[src/rtl/uart_receiver_if.sv]
// Byte-side handshake bundle of the UART receiver: received data, valid/ack and error flags.
// The receiver drives everything except rx_ack, which comes from the consumer.
interface uart_receiver_if;
  logic [7:0] RxData;
  logic       rx_valid;
  logic       rx_ack;
  logic       frame_err;
  logic       overrun;

  modport master (
    output RxData,
    output rx_valid,
    output frame_err,
    output overrun,
    input  rx_ack
  );

  modport slave (
    input  RxData,
    input  rx_valid,
    input  frame_err,
    input  overrun,
    output rx_ack
  );
endinterface

[src/rtl/uart_receiver.sv]
// 8N1 UART receiver: deserialises RxD into bytes and presents them on a level-valid/ack handshake.
// Reports framing errors as one-cycle pulses and keeps a sticky overrun flag.
module uart_receiver #(
  parameter int CLK_FREQ  = 50_000_000,
  parameter int BAUD_RATE = 115200
) (
  input  logic            clk,
  input  logic            reset,
  input  logic            RxD,
  output logic            busy,
  uart_receiver_if.master rx
);

  localparam int DIV_CNT  = CLK_FREQ / BAUD_RATE;
  localparam int HALF_CNT = DIV_CNT / 2;
  localparam int TW       = $clog2(DIV_CNT);

  localparam logic [TW-1:0] DIV_LAST  = TW'(DIV_CNT - 1);
  localparam logic [TW-1:0] HALF_LAST = TW'(HALF_CNT - 1);

  typedef enum logic [1:0] {
    IDLE,
    START,
    DATA,
    STOP
  } state_t;

  state_t        state, state_n;
  logic          rxd_meta, rxd_s;
  logic [TW-1:0] timer, timer_n;
  logic [2:0]    bit_idx, bit_idx_n;
  logic [7:0]    shift, shift_n;
  logic [7:0]    rx_data, rx_data_n;
  logic          valid_r, valid_n;
  logic          frame_err_r, frame_err_n;
  logic          overrun_r, overrun_n;

  // Two-flop synchroniser; idles high so a reset never looks like a start bit.
  always_ff @(posedge clk) begin
    if (!reset) begin
      rxd_meta <= 1'b1;
      rxd_s    <= 1'b1;
    end else begin
      rxd_meta <= RxD;
      rxd_s    <= rxd_meta;
    end
  end

  always_ff @(posedge clk) begin
    if (!reset) begin
      state       <= IDLE;
      timer       <= '0;
      bit_idx     <= '0;
      shift       <= '0;
      rx_data     <= '0;
      valid_r     <= 1'b0;
      frame_err_r <= 1'b0;
      overrun_r   <= 1'b0;
    end else begin
      state       <= state_n;
      timer       <= timer_n;
      bit_idx     <= bit_idx_n;
      shift       <= shift_n;
      rx_data     <= rx_data_n;
      valid_r     <= valid_n;
      frame_err_r <= frame_err_n;
      overrun_r   <= overrun_n;
    end
  end

  always_comb begin
    state_n     = state;
    timer_n     = timer;
    bit_idx_n   = bit_idx;
    shift_n     = shift;
    rx_data_n   = rx_data;
    valid_n     = valid_r;
    frame_err_n = 1'b0;
    overrun_n   = overrun_r;

    // Ack first so that a byte completing in the same cycle can re-raise valid/overrun.
    if (rx.rx_ack) begin
      if (valid_r) begin
        valid_n = 1'b0;
      end
      overrun_n = 1'b0;
    end

    case (state)
      IDLE: begin
        if (!rxd_s) begin
          state_n = START;
          timer_n = '0;
        end
      end

      START: begin
        if (timer == HALF_LAST) begin
          timer_n = '0;
          if (!rxd_s) begin
            state_n   = DATA;
            bit_idx_n = '0;
          end else begin
            state_n = IDLE;
          end
        end else begin
          timer_n = timer + 1'b1;
        end
      end

      DATA: begin
        if (timer == DIV_LAST) begin
          timer_n   = '0;
          shift_n   = {rxd_s, shift[7:1]};
          bit_idx_n = bit_idx + 1'b1;
          if (bit_idx == 3'd7) begin
            state_n = STOP;
          end
        end else begin
          timer_n = timer + 1'b1;
        end
      end

      STOP: begin
        // Leave at mid-stop-bit so a start edge right after the stop bit is not missed.
        if (timer == DIV_LAST) begin
          timer_n = '0;
          state_n = IDLE;
          if (rxd_s) begin
            rx_data_n = shift;
            valid_n   = 1'b1;
            if (valid_r && !rx.rx_ack) begin
              overrun_n = 1'b1;
            end
          end else begin
            frame_err_n = 1'b1;
          end
        end else begin
          timer_n = timer + 1'b1;
        end
      end

      default: begin
        state_n = IDLE;
        timer_n = '0;
      end
    endcase
  end

  assign busy         = (state != IDLE);
  assign rx.RxData    = rx_data;
  assign rx.rx_valid  = valid_r;
  assign rx.frame_err = frame_err_r;
  assign rx.overrun   = overrun_r;

endmodule

[src/flat_wrapper.sv]
// flat-port wrapper written by rule: the top's interface ports become plain ports
module uart_receiver_flat 
#(
  parameter int CLK_FREQ  = 50_000_000,
  parameter int BAUD_RATE = 115200
)
  (clk, reset, RxD, busy, rx_RxData, rx_rx_valid, rx_frame_err, rx_overrun, rx_rx_ack);
  uart_receiver_if rx_i ();
  input  logic clk;
  input  logic reset;
  input  logic RxD;
  output logic busy;
  output wire logic [$bits(rx_i.RxData)-1:0] rx_RxData;
  output wire logic [$bits(rx_i.rx_valid)-1:0] rx_rx_valid;
  output wire logic [$bits(rx_i.frame_err)-1:0] rx_frame_err;
  output wire logic [$bits(rx_i.overrun)-1:0] rx_overrun;
  input wire logic [$bits(rx_i.rx_ack)-1:0] rx_rx_ack;
  assign rx_RxData = rx_i.RxData;
  assign rx_rx_valid = rx_i.rx_valid;
  assign rx_frame_err = rx_i.frame_err;
  assign rx_overrun = rx_i.overrun;
  assign rx_i.rx_ack = rx_rx_ack;
  uart_receiver #(.CLK_FREQ(CLK_FREQ), .BAUD_RATE(BAUD_RATE)) u_core (.clk(clk), .reset(reset), .RxD(RxD), .busy(busy), .rx(rx_i));
endmodule
[config.mk]
export PLATFORM = sky130hd
export DESIGN_NAME = uart_receiver_flat
export DESIGN_NICKNAME = d
export VERILOG_FILES = /design/src/rtl/uart_receiver_if.sv /design/src/rtl/uart_receiver.sv /design/src/flat_wrapper.sv
export SDC_FILE = /design/constraint.sdc
export NUM_CORES = 1
export LEC_CHECK = 0
export BUFFER_PORTS_ARGS = -buffer_cell sky130_fd_sc_hd__buf_2
export CORE_UTILIZATION = 60
export CTS_CLUSTER_SIZE = 25
export DETAILED_ROUTE_END_ITERATION = 10
export PLACE_DENSITY_LB_ADDON = 0.2
export SETUP_SLACK_MARGIN = 0.4
export SYNTH_ARGS = -nofsm -noshare
export SYNTH_HDL_FRONTEND = slang
export SYNTH_SLANG_ARGS = --single-unit
[constraint.sdc]
create_clock -name clk -period 3.2 [get_ports clk]
set_clock_uncertainty 0.05 [all_clocks]
set_input_delay 0.48 -clock clk [delete_from_list [all_inputs] [get_ports clk]]
set_output_delay 0.48 -clock clk [all_outputs]
set_load 0.03 [all_outputs]
==> results.md, run 1 <==
* DR vias/cell at 5.90
* Synth-to-Final Area Change at 6.22%
* Iteration-0 DRC Markers at 17
* Post-CTS Resized at 0
* VDD IR max at 0.365 mV
* CTS tree: done
* Fin nets at 207
* Worst skew pair latency at approximately 0.34 ns
* Post-Synthesis Cells at 185
* F_max at between 0.4 and 0.5 GHz
* Final instance area at 1790 µm²
* H-Tree Depth at 2
* Worst Path Max Fanout at 12
* Met2 routed WL at about 1400 µm
* Area of the core at 2570 µm²
* Crit path kind: flip-flop to flip-flop
* Post-detail-place hpwl at 2190 µm
* Pin count of the biggest net entering global routing at 36
* Yosys warns at 0
* Top sig layer: met4
* Synthesized Nets at just under 200
* RSZ-0062 raised after global routing: no
* ANT nets after route at 0
* Initial core utilization at approximately two thirds
* Leakage at 0.660 nW
* Total CTS buffers at 5
* GP Congestion at 0.788
* Final wirelength at 3170 µm
* Pins Over Slew Limit at 0
* Root Driver: clkbuf_4
* Final Hold Viols at 0
* Worst Setup End Kind: flip-flop
* Commonest cells after routing, fill and taps aside: dfxtp_1 (35), nand2_1 (27), a21boi_0 (18), buf_2 (15), nor2b_1 (11)
* Distinct cell type count of the synthesized netlist at 39
* Port bufs at 15
* Residual DRC count at 0
* Average wire per standard cell at about 14 µm
* First-pass GRT wire length at 5400 µm
* Reg clk slew, reported paths at 0.11 ns
* Layout cells sized above 1 at 14.6%
* Total congestion overflow at 0
* Sequential-to-total area share from yosys stat at 41.5%
* Status: finished clean
* Die area at 3030 µm²
* CP required at 3.39 ns
* Initial antenna violation count at 0
* Total track usage at between 20% and 30%
* Leading cell type in the layout, fill and taps excluded: dfxtp_1
* Post-Route M1 WL at approximately 1500 µm
* IO Count at 16
* CTS Hold Bufs at 0
* Final Cycle Share at 62.8%
* CP arrival at 2.20 ns
* Post-layout min period at roughly 2 ns
* Critical Path Start Type: flip-flop
* Setup Fix Bufs, Post-CTS at 0
* Worst Tran Pin Value at 0.933 ns
* Setup Total Neg Slack at 0 ns
* Asr flop ratio synth at 0%
* Power Dens Cells at 388 nW/µm²
* Most used DFF post-synth: dfxtp_1
* Placed cell areas at 1740 µm²
* Mapped cell area at 1690 µm²
* Filler instances at 231
* Die Y at 55.1 µm
* ANT cells at 0
* Final setup vio count at 0
* Number of synthesized flops with an enable pin at 0
* Seq cells post-synth at 35
* Slew headroom at 37.6%
* Metal3 WL at around 180 µm
* DR vias at 1,351
* Vias in the first global route at 1,191
* Sink Count at 35
* Total power at 0.696 mW
* HP Class: input port to flip-flop
* Synth Area per Inst at ~9 µm²
* Die X at 55.1 µm
* TritonRoute pass-1 iters at 4
* CTS max path bufs at 2
* Max Cap Violations at 0
* Row cnt at 18
## cell type report
type	instances	area (µm²)	share of cell area, %
clock inverter	2	12.5	0.697
inverter	5	18.8	1.05
clock buffer	6	41.3	2.30
tap	30	37.5	2.09
sequential	35	701	39.1
timing repair buffer	16	82.6	4.60
multi-input combinational	135	901	50.2
## cell usage after synthesis, drive strengths merged, types with 4 or more instances
library cell  number  area [µm²]
o22ai              4        25.0
nor3               5        25.0
nand3              6        30.0
nor2               6        22.5
inv                5        18.8
o21a               6        45.0
nor2b             11        68.8
o21ai              9        45.0
nand2             27         101
clkbuf             6        32.5
ha                 5        62.6
dfxtp             35         701
mux2i              8        80.1
nand4              4        25.0
a21boi            19         143
## worst paths after layout
| path | end | cells past startpoint | startpoint | slack (ns) |
|---|---|---|---|---|
| setup / recovery | u_core.bit_idx[0] | 5 | u_core.timer[0] | 1.19 |
| hold / removal | u_core.rx.overrun | 2 | rx_rx_ack | 0.25 |
| setup reg to reg | u_core.bit_idx[0] | 5 | u_core.timer[0] | 1.19 |
| hold reg to reg | u_core.rxd_s | 1 | u_core.rxd_meta | 0.38 |
## cell families after synthesis
kind of cell,synth area share (%)
flip-flops,41.5
buffers and inverters,5.18
multiplexers,4.74
adder cells (fa/ha/maj),3.70
AND/OR/NAND/NOR,25.5
AO/OA/AOI/OAI,19.4
## per-stage QoR
stage	util [%]	setup slack [ns]	hold slack [ns]	instances
2_1_floorplan	-	1.42	0.336	185
3_3_place_gp	67.8	1.28	0.345	221
3_5_place_dp	67.8	1.20	0.358	221
4_1_cts	69.9	1.19	0.229	229
5_1_grt	69.9	1.10	0.226	229
6_report	69.9	1.19	0.250	229
## metal layers
metal  GRT usage [%]  up-vias
met5               0        -
met4            6.25        0
met3            8.20        2
met2            38.2       35
met1            34.3      627
li1                -      687
## state kept, by name (all words and copies together) (netlist names), named ones only
signal,count
u_core.bit_idx,3
u_core.state,1
u_core.rx.overrun,1
u_core.rx.frame_err,1
u_core.rx.rx_valid,1
u_core.shift,8
u_core.rx.RxData,8
u_core.rxd_meta,1
u_core.rxd_s,1
u_core.timer,9
## where the power goes
part	total (mW)	internal [mW]	switching, mW
sequential	0.440	0.437	0.00288
combinational	0.0227	0.00996	0.0127
clock	0.233	0.0847	0.148
## worst max-delay path, cell delays in order (launching register included)
cell and delay, ns:
dfxtp_1 0.44, ha_1 0.25, nand4b_2 0.20, or4_4 0.61
and3_1 0.20, o21a_1 0.17
(Power assumes the default switching activity.)
==> run 2, diff against run 1 <==
CORE_UTILIZATION = 57   (was 60)
clock period = 2 ns   (was 3.2 ns; I/O delays follow)
==> run 2 against run 1 <==
  * Clock power is 150% higher
  * Utilization is 4.3 points higher
  * First-iteration DRC count increased to 3.4 times the previous value
  * Via count is 9.0% higher
  * Final cell count increased by 7.4%
  * Worst setup slack got worse by 0.87 ns
  * Critical path depth shrank 1
==> results.md, run 2 (synthesized netlist as in run 1, its figures left out) <==
* Status: finished clean
* Largest delay share family, worst path: simple AND/OR/NAND/NOR gates
* Largest register FFs at 9 (unchanged)
* Total CTS buffers at 5 (unchanged)
* CP arrival at 1.87 ns (-0.33 ns)
* Leading cell type in the layout, fill and taps excluded: nand2_1
* Final wirelength at 3760 µm (+19%)
* RSZ-0062 raised after global routing: yes
* Filler instances at 189 (-18%)
* Die X at 56.4 µm (+2.5%)
* Port bufs at 15 (unchanged)
* Worst Path Max Fanout at 8 (-4)
* Area of the core at 2780 µm² (+8.3%)
* Internal power at 1.06 mW (+99%)
* Total power at 1.33 mW (+91%)
* Worst-path cell chain: nand4b_1 > or4_4 > and3_4 > o21a_1
* F_max at 0.597 GHz (+20%)
* Switching share of total power at 20.4% (-3.2 points)
* Vias in the first global route at 1,326 (+11%)
* CTS max path bufs at 2 (unchanged)
* Total track usage at 22.6% (-2.5 points)
* IO Count at 16 (unchanged)
* Register Area at 727 µm² (+3.7%)
* Residual DRC count at 0 (unchanged)
* ANT nets after route at 0 (unchanged)
* Average wire per standard cell at 15.3 µm (+11%)
* Synth-to-Final Area Change at 22.1%
* Critical Path Start Type: flip-flop
* Die area at 3180 µm² (+5.1%)
* Commonest cells after routing, fill and taps aside: nand2_1 (27), dfxtp_1 (24), buf_4 (16), buf_2 (15)
* DR vias at 1,473 (+9.0%)
* Leakage at 0.792 nW (+20%)
* Final instance area at 2060 µm² (+15%)
* Post-detail-place hpwl at 2320 µm (+6.3%)
* Placed cell areas at 1800 µm² (+3.6%)
* Initial core utilization at 60.7% (-5.1 points)
* Multi-input gate area at 972 µm² (+7.9%)
* H-Tree Depth at 2 (unchanged)
* Worst Tran Pin Value at 0.504 ns (-0.429 ns)
* Combinational fraction of design power at 3.7% (+0.4 points)
* Final core utilization at 74.1% (+4.3 points)
* Worst skew pair latency at 0.34 ns (about the same)
* CTS Hold Bufs at 0 (unchanged)
* CTS tree: done
* Worst Path Buf+Inv at 0 (unchanged)
* Pins Over Slew Limit at 0 (unchanged)
* Total congestion overflow at 0 (unchanged)
* Row cnt at 19 (+1)
* Slowest stage cell on the critical path: or4_4
* Sw power at 0.270 mW (+65%)
* Placed cell count at 226 (+2.3%)
* Final Hold Viols at 0 (unchanged)
* Slew headroom at 66.4% (+29 points)
* Crit path kind: flip-flop to flip-flop
* Max Cap Violations at 0 (unchanged)
* Sequential share of power at 52.6% (-11 points)
* Sink Count at 35 (unchanged)
* Die Y at 56.4 µm (+2.5%)
* ANT cells at 0 (unchanged)
* VDD IR max at 0.659 mV (+80%)
* HP Class: input port to flip-flop
* Iteration-0 DRC Markers at 57 (+40)
* Post-layout min period at 1.68 ns (-0.334 ns)
* Post-Layout Cell Count at 246 (+7.4%)
* Pin count of the biggest net entering global routing at 36 (unchanged)
* Layout cells sized above 1 at 30.7% (+16 points)
* Root Driver: clkbuf_4
* TritonRoute pass-1 iters at 4 (unchanged)
* Fin nets at 223 (+7.7%)
* Final Cycle Share at 83.8% (+21 points)
* GP Congestion at 0.830 (+5.3%)
* Clock power frac at 43.8% (+10 points)
* First-pass GRT wire length at 5660 µm (+5.0%)
* Final setup vio count at 0 (unchanged)
* Initial antenna violation count at 0 (unchanged)
* CP required at 2.20 ns (-1.19 ns)
* Reg with most FFs: u_core.timer
* Worst Setup End Kind: flip-flop
* DR vias/cell at 5.99 (+1.5%)
* Reg clk slew, reported paths at 0.11 ns (about the same)
* Setup Total Neg Slack at 0 ns (unchanged)
* Critical path's largest stage delay at 0.55 ns (-0.06 ns)
* Power Dens Cells at 644 nW/µm² (+66%)
[run 2: cell types whose count changed in the layout (fill, tap and decap cells not counted), moves of 2 or more]
cell / delta
dfxtp_2: +6
ha_4: +2
inv_1: -2
dfxtp_4: +5
ha_1: -2
a21boi_0: -10
buf_4: +15
dfxtp_1: -11
a21boi_1: +10
[run 2: metrics by stage]
| stage | worst slack (ns) | hold WS (ns) |
|---|---|---|
| final | 0.324 | 0.0752 |
| after global routing | 0.275 | 0.0658 |
| after CTS | 0.291 | 0.0766 |
| after detailed placement | 0.238 | 0.366 |
| after global placement | 0.271 | 0.347 |
| after floorplan | 0.286 | 0.323 |
[run 2: layer usage]
| metal | vias up | global-route usage [%] | wire, µm |
|---|---|---|---|
| li1 | 714 | - | - |
| met1 | 706 | 27.4 | 1630 |
| met2 | 46 | 39.0 | 1900 |
| met3 | 7 | 5.07 | 189 |
| met4 | 0 | 8.01 | 46 |
| met5 | - | 0 | 0 |
[run 2: layout make-up]
type / instances / share of cell area (%)
multi-input combinational: 135 / 47.1
clock buffer: 7 / 3.22
tap: 31 / 1.88
inverter: 5 / 1.03
timing repair buffer: 32 / 10.0
clock inverter: 1 / 1.46
sequential: 35 / 35.3
[run 2: repair_timing]
item                                    in CTS  in global routing
gates cloned                                 0                  1
pin swaps                                    6                 12
setup buffers                                5                  6
endpoints found under the setup margin      19                 30
resized for setup                           10                 20
[run 2: worst paths after layout]
path / start / to / slack [ns] / cells after the start
max: u_core.timer[2] / u_core.bit_idx[0] / 0.32 / 4
min: rx_rx_ack / u_core.rx.overrun / 0.08 / 2
max reg2reg: u_core.timer[2] / u_core.bit_idx[0] / 0.32 / 4
min reg2reg: u_core.rxd_meta / u_core.rxd_s / 0.38 / 1
[run 2: power by group through the flow]
stage / Combinational, mW / Clock, mW / Sequential, mW
5_1_grt: 0.0520 / 0.613 / 0.699
4_1_cts: 0.0426 / 0.585 / 0.702
2_1_floorplan: 0.0305 / 0 / 0.718
3_5_place_dp: 0.0414 / 0 / 0.719
6_report: 0.0486 / 0.582 / 0.698
3_3_place_gp: 0.0401 / 0 / 0.718
==> run 3, diff against run 2 <==
ABC_AREA = 1   (was not set)
clock period = 1.7 ns   (was 2 ns; I/O delays follow)
==> run 3 against run 2 <==
  * Sequential share of layout area shrank 3.0 points
  * Fmax grew 7.5%
  * Via count grew 21%
  * Non-clock buffer count grew 3
  * Routed wire length grew 39%
  * Worst hold slack lost 0.047 ns
  * Worst setup slack lost 0.18 ns
  * Largest cell class unchanged
==> results.md, run 3 <==
* Synth cell count leaders: nand2_1 (49), nor2_1 (37), dfxtp_1 (35)
* Sink Count at 35 (unchanged)
* TritonRoute pass-1 iters at 4 (unchanged)
* Switching share of total power at 32.6% (+12 points)
* HP Class: input port to flip-flop
* Post-layout min period at 1.56 ns (-0.117 ns)
* R2r endpoint: u_core.shift[0]
* Pins Over Slew Limit at 0 (unchanged)
* Sequential-to-total area share from yosys stat at 43.2% (+1.7 points)
* Hold path start: RxD
* Die Y at 55.4 µm (-1.9%)
* DR vias at 1,776 (+21%)
* Slew headroom at 69.9% (+3.5 points)
* Seq cells post-synth at 35 (unchanged)
* CTS Hold Bufs at 0 (unchanged)
* Area share of the largest cell type after synthesis at 43.2% (+1.7 points)
* Internal power at 1.12 mW (+6.0%)
* F_max at 0.642 GHz (+7.5%)
* Most frequent cell after synthesis: nand2_1
* Sequential share of power at 52.1% (-0.5 points)
* Worst Setup End Kind: flip-flop
* Layout cells sized above 1 at 42.4% (+12 points)
* H-Tree Depth at 2 (unchanged)
* Root Driver: clkbuf_4
* Final setup vio count at 0 (unchanged)
* Multi-input gate area at 1020 µm² (+5.3%)
* Row cnt at 18 (-1)
* Area of the core at 2590 µm² (-6.9%)
* Largest delay share family, worst path: simple AND/OR/NAND/NOR gates
* Total CTS buffers at 5 (unchanged)
* Vias in the first global route at 1,497 (+13%)
* Worst Tran Pin Value at 0.451 ns (-0.0529 ns)
* CP dominant cell by count: nor2_4
* Most used DFF post-synth: dfxtp_1
* Hold Path Stages at 2 (unchanged)
* RSZ-0062 raised after global routing: yes
* Max Cap Violations at 0 (unchanged)
* Total track usage at 29.7% (+7.1 points)
* Synthesized Nets at 233 (+20%)
* Mapped cell area at 1620 µm² (-3.9%)
* Leakage at 1.00 nW (+27%)
* ANT cells at 0 (unchanged)
* Reg2reg path depth at 8 (+4)
* Power Dens Cells at 744 nW/µm² (+16%)
* Worst hold endpoint: u_core.rxd_meta
* Main area contributors after synthesis: dfxtp_1 (43%), nand2_1 (11%), nor2_1 (8.6%), o21ai_0 (6.8%), inv_1 (4.9%)
* Critical path's largest stage delay at 0.37 ns (-0.18 ns)
* Worst skew pair latency at 0.37 ns (+0.03 ns)
* CTS max path bufs at 2 (unchanged)
* Status: finished clean
* Reg clk slew, reported paths at 0.12 ns (about the same)
* Final Cycle Share at 91.7% (+7.9 points)
* Setup Total Neg Slack at 0 ns (unchanged)
* Yosys warns at 0 (unchanged)
* Filler instances at 132 (-30%)
* Combinational fraction of design power at 19.4% (+16 points)
* Commonest cells after routing, fill and taps aside: nand2_1 (35), nor2_1 (30), dfxtp_1 (25), inv_1 (16), buf_2 (14)
* DR vias/cell at 6.04 (+0.89%)
* Port bufs at 15 (unchanged)
* Synth-to-Final Area Change at 37.6%
* Largest register FFs at 9 (unchanged)
* Final core utilization at 86.2% (+12 points)
* Iteration-0 DRC Markers at 154 (+170%)
* CTS tree: done
* Post-synth top area cell: dfxtp_1
* ANT nets after route at 0 (unchanged)
* Worst-path cell chain: inv_1 > nand2_1 > nor2_4 > nand2_4 > buf_8 > nor2_4 > o21ai_1 > nor2_1
* Final Hold Viols at 0 (unchanged)
* Slowest stage cell on the critical path: dfxtp_2
* GP Congestion at 0.840 (+1.1%)
* Synth Area per Inst at 7.24 µm² (-21%)
* Die X at 55.4 µm (-1.9%)
* Worst Path Max Fanout at 5 (-3)
* Fin nets at 272 (+22%)
* Crit path kind: flip-flop to flip-flop
* First-pass GRT wire length at 7110 µm (+25%)
* VDD IR max at 0.791 mV (+20%)
* Initial antenna violation count at 0 (unchanged)
* Critical Path Start Type: flip-flop
* Initial core utilization at 62.7% (+1.9 points)
* Final wirelength at 5230 µm (+39%)
* Register Area at 721 µm² (-0.86%)
* Reg with most FFs: u_core.timer
* Average wire per standard cell at 17.8 µm (+16%)
* Pin count of the biggest net entering global routing at 24 (-33%)
* IO Count at 16 (unchanged)
* Sw power at 0.541 mW (+100%)
* Worst Path Buf+Inv at 2 (+2)
* Distinct cell type count of the synthesized netlist at 28 (-28%)
* Residual DRC count at 0 (unchanged)
* Total power at 1.66 mW (+25%)
* R2r setup slk at 0.14 ns (-0.18 ns)
* Clock power frac at 28.4% (-15 points)
* Leading cell type in the layout, fill and taps excluded: nand2_1
* Post-detail-place hpwl at 2100 µm (-9.5%)
* Post-Synthesis Cells at 224 (+21%)
* Worst r2r src: u_core.timer[2]
* CP required at 1.96 ns (-0.24 ns)
* CP arrival at 1.82 ns (-0.05 ns)
* Die area at 3060 µm² (-3.8%)
* Number of synthesized flops with an enable pin at 0 (unchanged)
* Total congestion overflow at 0 (unchanged)
* Asr flop ratio synth at 0% (unchanged)
[run 3: cell count changes after synthesis, moves of 3 or more]
| cell | previous run | this run |
|---|---|---|
| o21a_1 | 6 | 0 |
| mux2i_1 | 8 | 0 |
| nor2_1 | 6 | 37 |
| a21boi_0 | 18 | 0 |
| inv_1 | 5 | 21 |
| o21ai_0 | 9 | 22 |
| nor2b_1 | 11 | 0 |
| o22ai_1 | 4 | 0 |
| nand4_1 | 4 | 1 |
| nand2_1 | 27 | 49 |
| a21oi_1 | 2 | 14 |
| inv_2 | 0 | 3 |
[run 3: worst register-to-register path: cells and delay by family, from the launching register on]
| family | cells | cell delay [ns] |
|---|---|---|
| simple gates | 5 | 0.71 |
| flops | 1 | 0.37 |
| buf+inv | 2 | 0.27 |
| compound gates | 1 | 0.13 |
[run 3: worst max-delay path by stage]
stage | slack [ns] | cells after the start | end | start
final | 0.14 | 8 | u_core.shift[0] | u_core.timer[2]
after floorplan | 0.32 | 10 | flip-flop | u_core.timer[1]
after global routing | 0.02 | 8 | u_core.shift[0] | u_core.timer[2]
after global placement | 0.22 | 9 | u_core.bit_idx[0] | u_core.timer[1]
after detailed placement | 0.17 | 9 | u_core.bit_idx[0] | u_core.timer[1]
after CTS | 0.28 | 9 | u_core.bit_idx[0] | u_core.timer[1]
[run 3: per-stage QoR]
stage	instances	worst slack [ns]	hold slack, ns	area, µm²
floorplan	224	0.319	0.312	1660
global placement	268	0.222	0.347	1770
detailed placement	268	0.172	0.352	1770
CTS	292	0.283	0.0371	2110
global route	294	0.0179	0.0121	2230
finish	294	0.142	0.0279	2230
[run 3: cell families (layout without fill, tap and decap cells)]
logic type / count (synthesis) / in the layout / share of synthesized area, %
xor+xnor: 1 / 1 / 0.540
compound gates: 40 / 40 / 12.8
fa+ha+maj: 5 / 5 / 3.86
flops: 35 / 35 / 43.2
buf+inv: 28 / 67 / 6.94
simple gates: 115 / 116 / 32.7
[run 3: cell type report]
cell class	instances	share of cell area, %
inverters	24	4.48
multi-input cells	162	45.8
flip-flops and latches	35	32.3
well taps	30	1.68
repair buffers	35	13.2
clock buffers	5	1.68
clock inverters	3	0.840
[run 3: power by group through the flow]
stage                     clock network [mW]  logic (mW)  registers [mW]
after floorplan                            0       0.161           0.874
after CTS                              0.467       0.254           0.859
after global routing                   0.506       0.348           0.868
final                                  0.473       0.323           0.867
after global placement                     0       0.201           0.877
after detailed placement                   0       0.202           0.878
[run 3: what timing repair did]
item / 4_1_cts / 5_1_grt
gates resized for setup: 38 / 39
pin swaps: 15 / 28
gates cloned: 2 / 0
buffers inserted: 14 / 2
endpoints found under the setup margin: 33 / 34
[run 3: routing by layer]
metal  wire (µm)  GRT usage [%]  vias up
met5           0              0        -
met4         316           13.6        0
met3         422           8.20       41
met2        2390           46.6      112
met1        2100           37.9      824
li1            -              -      799
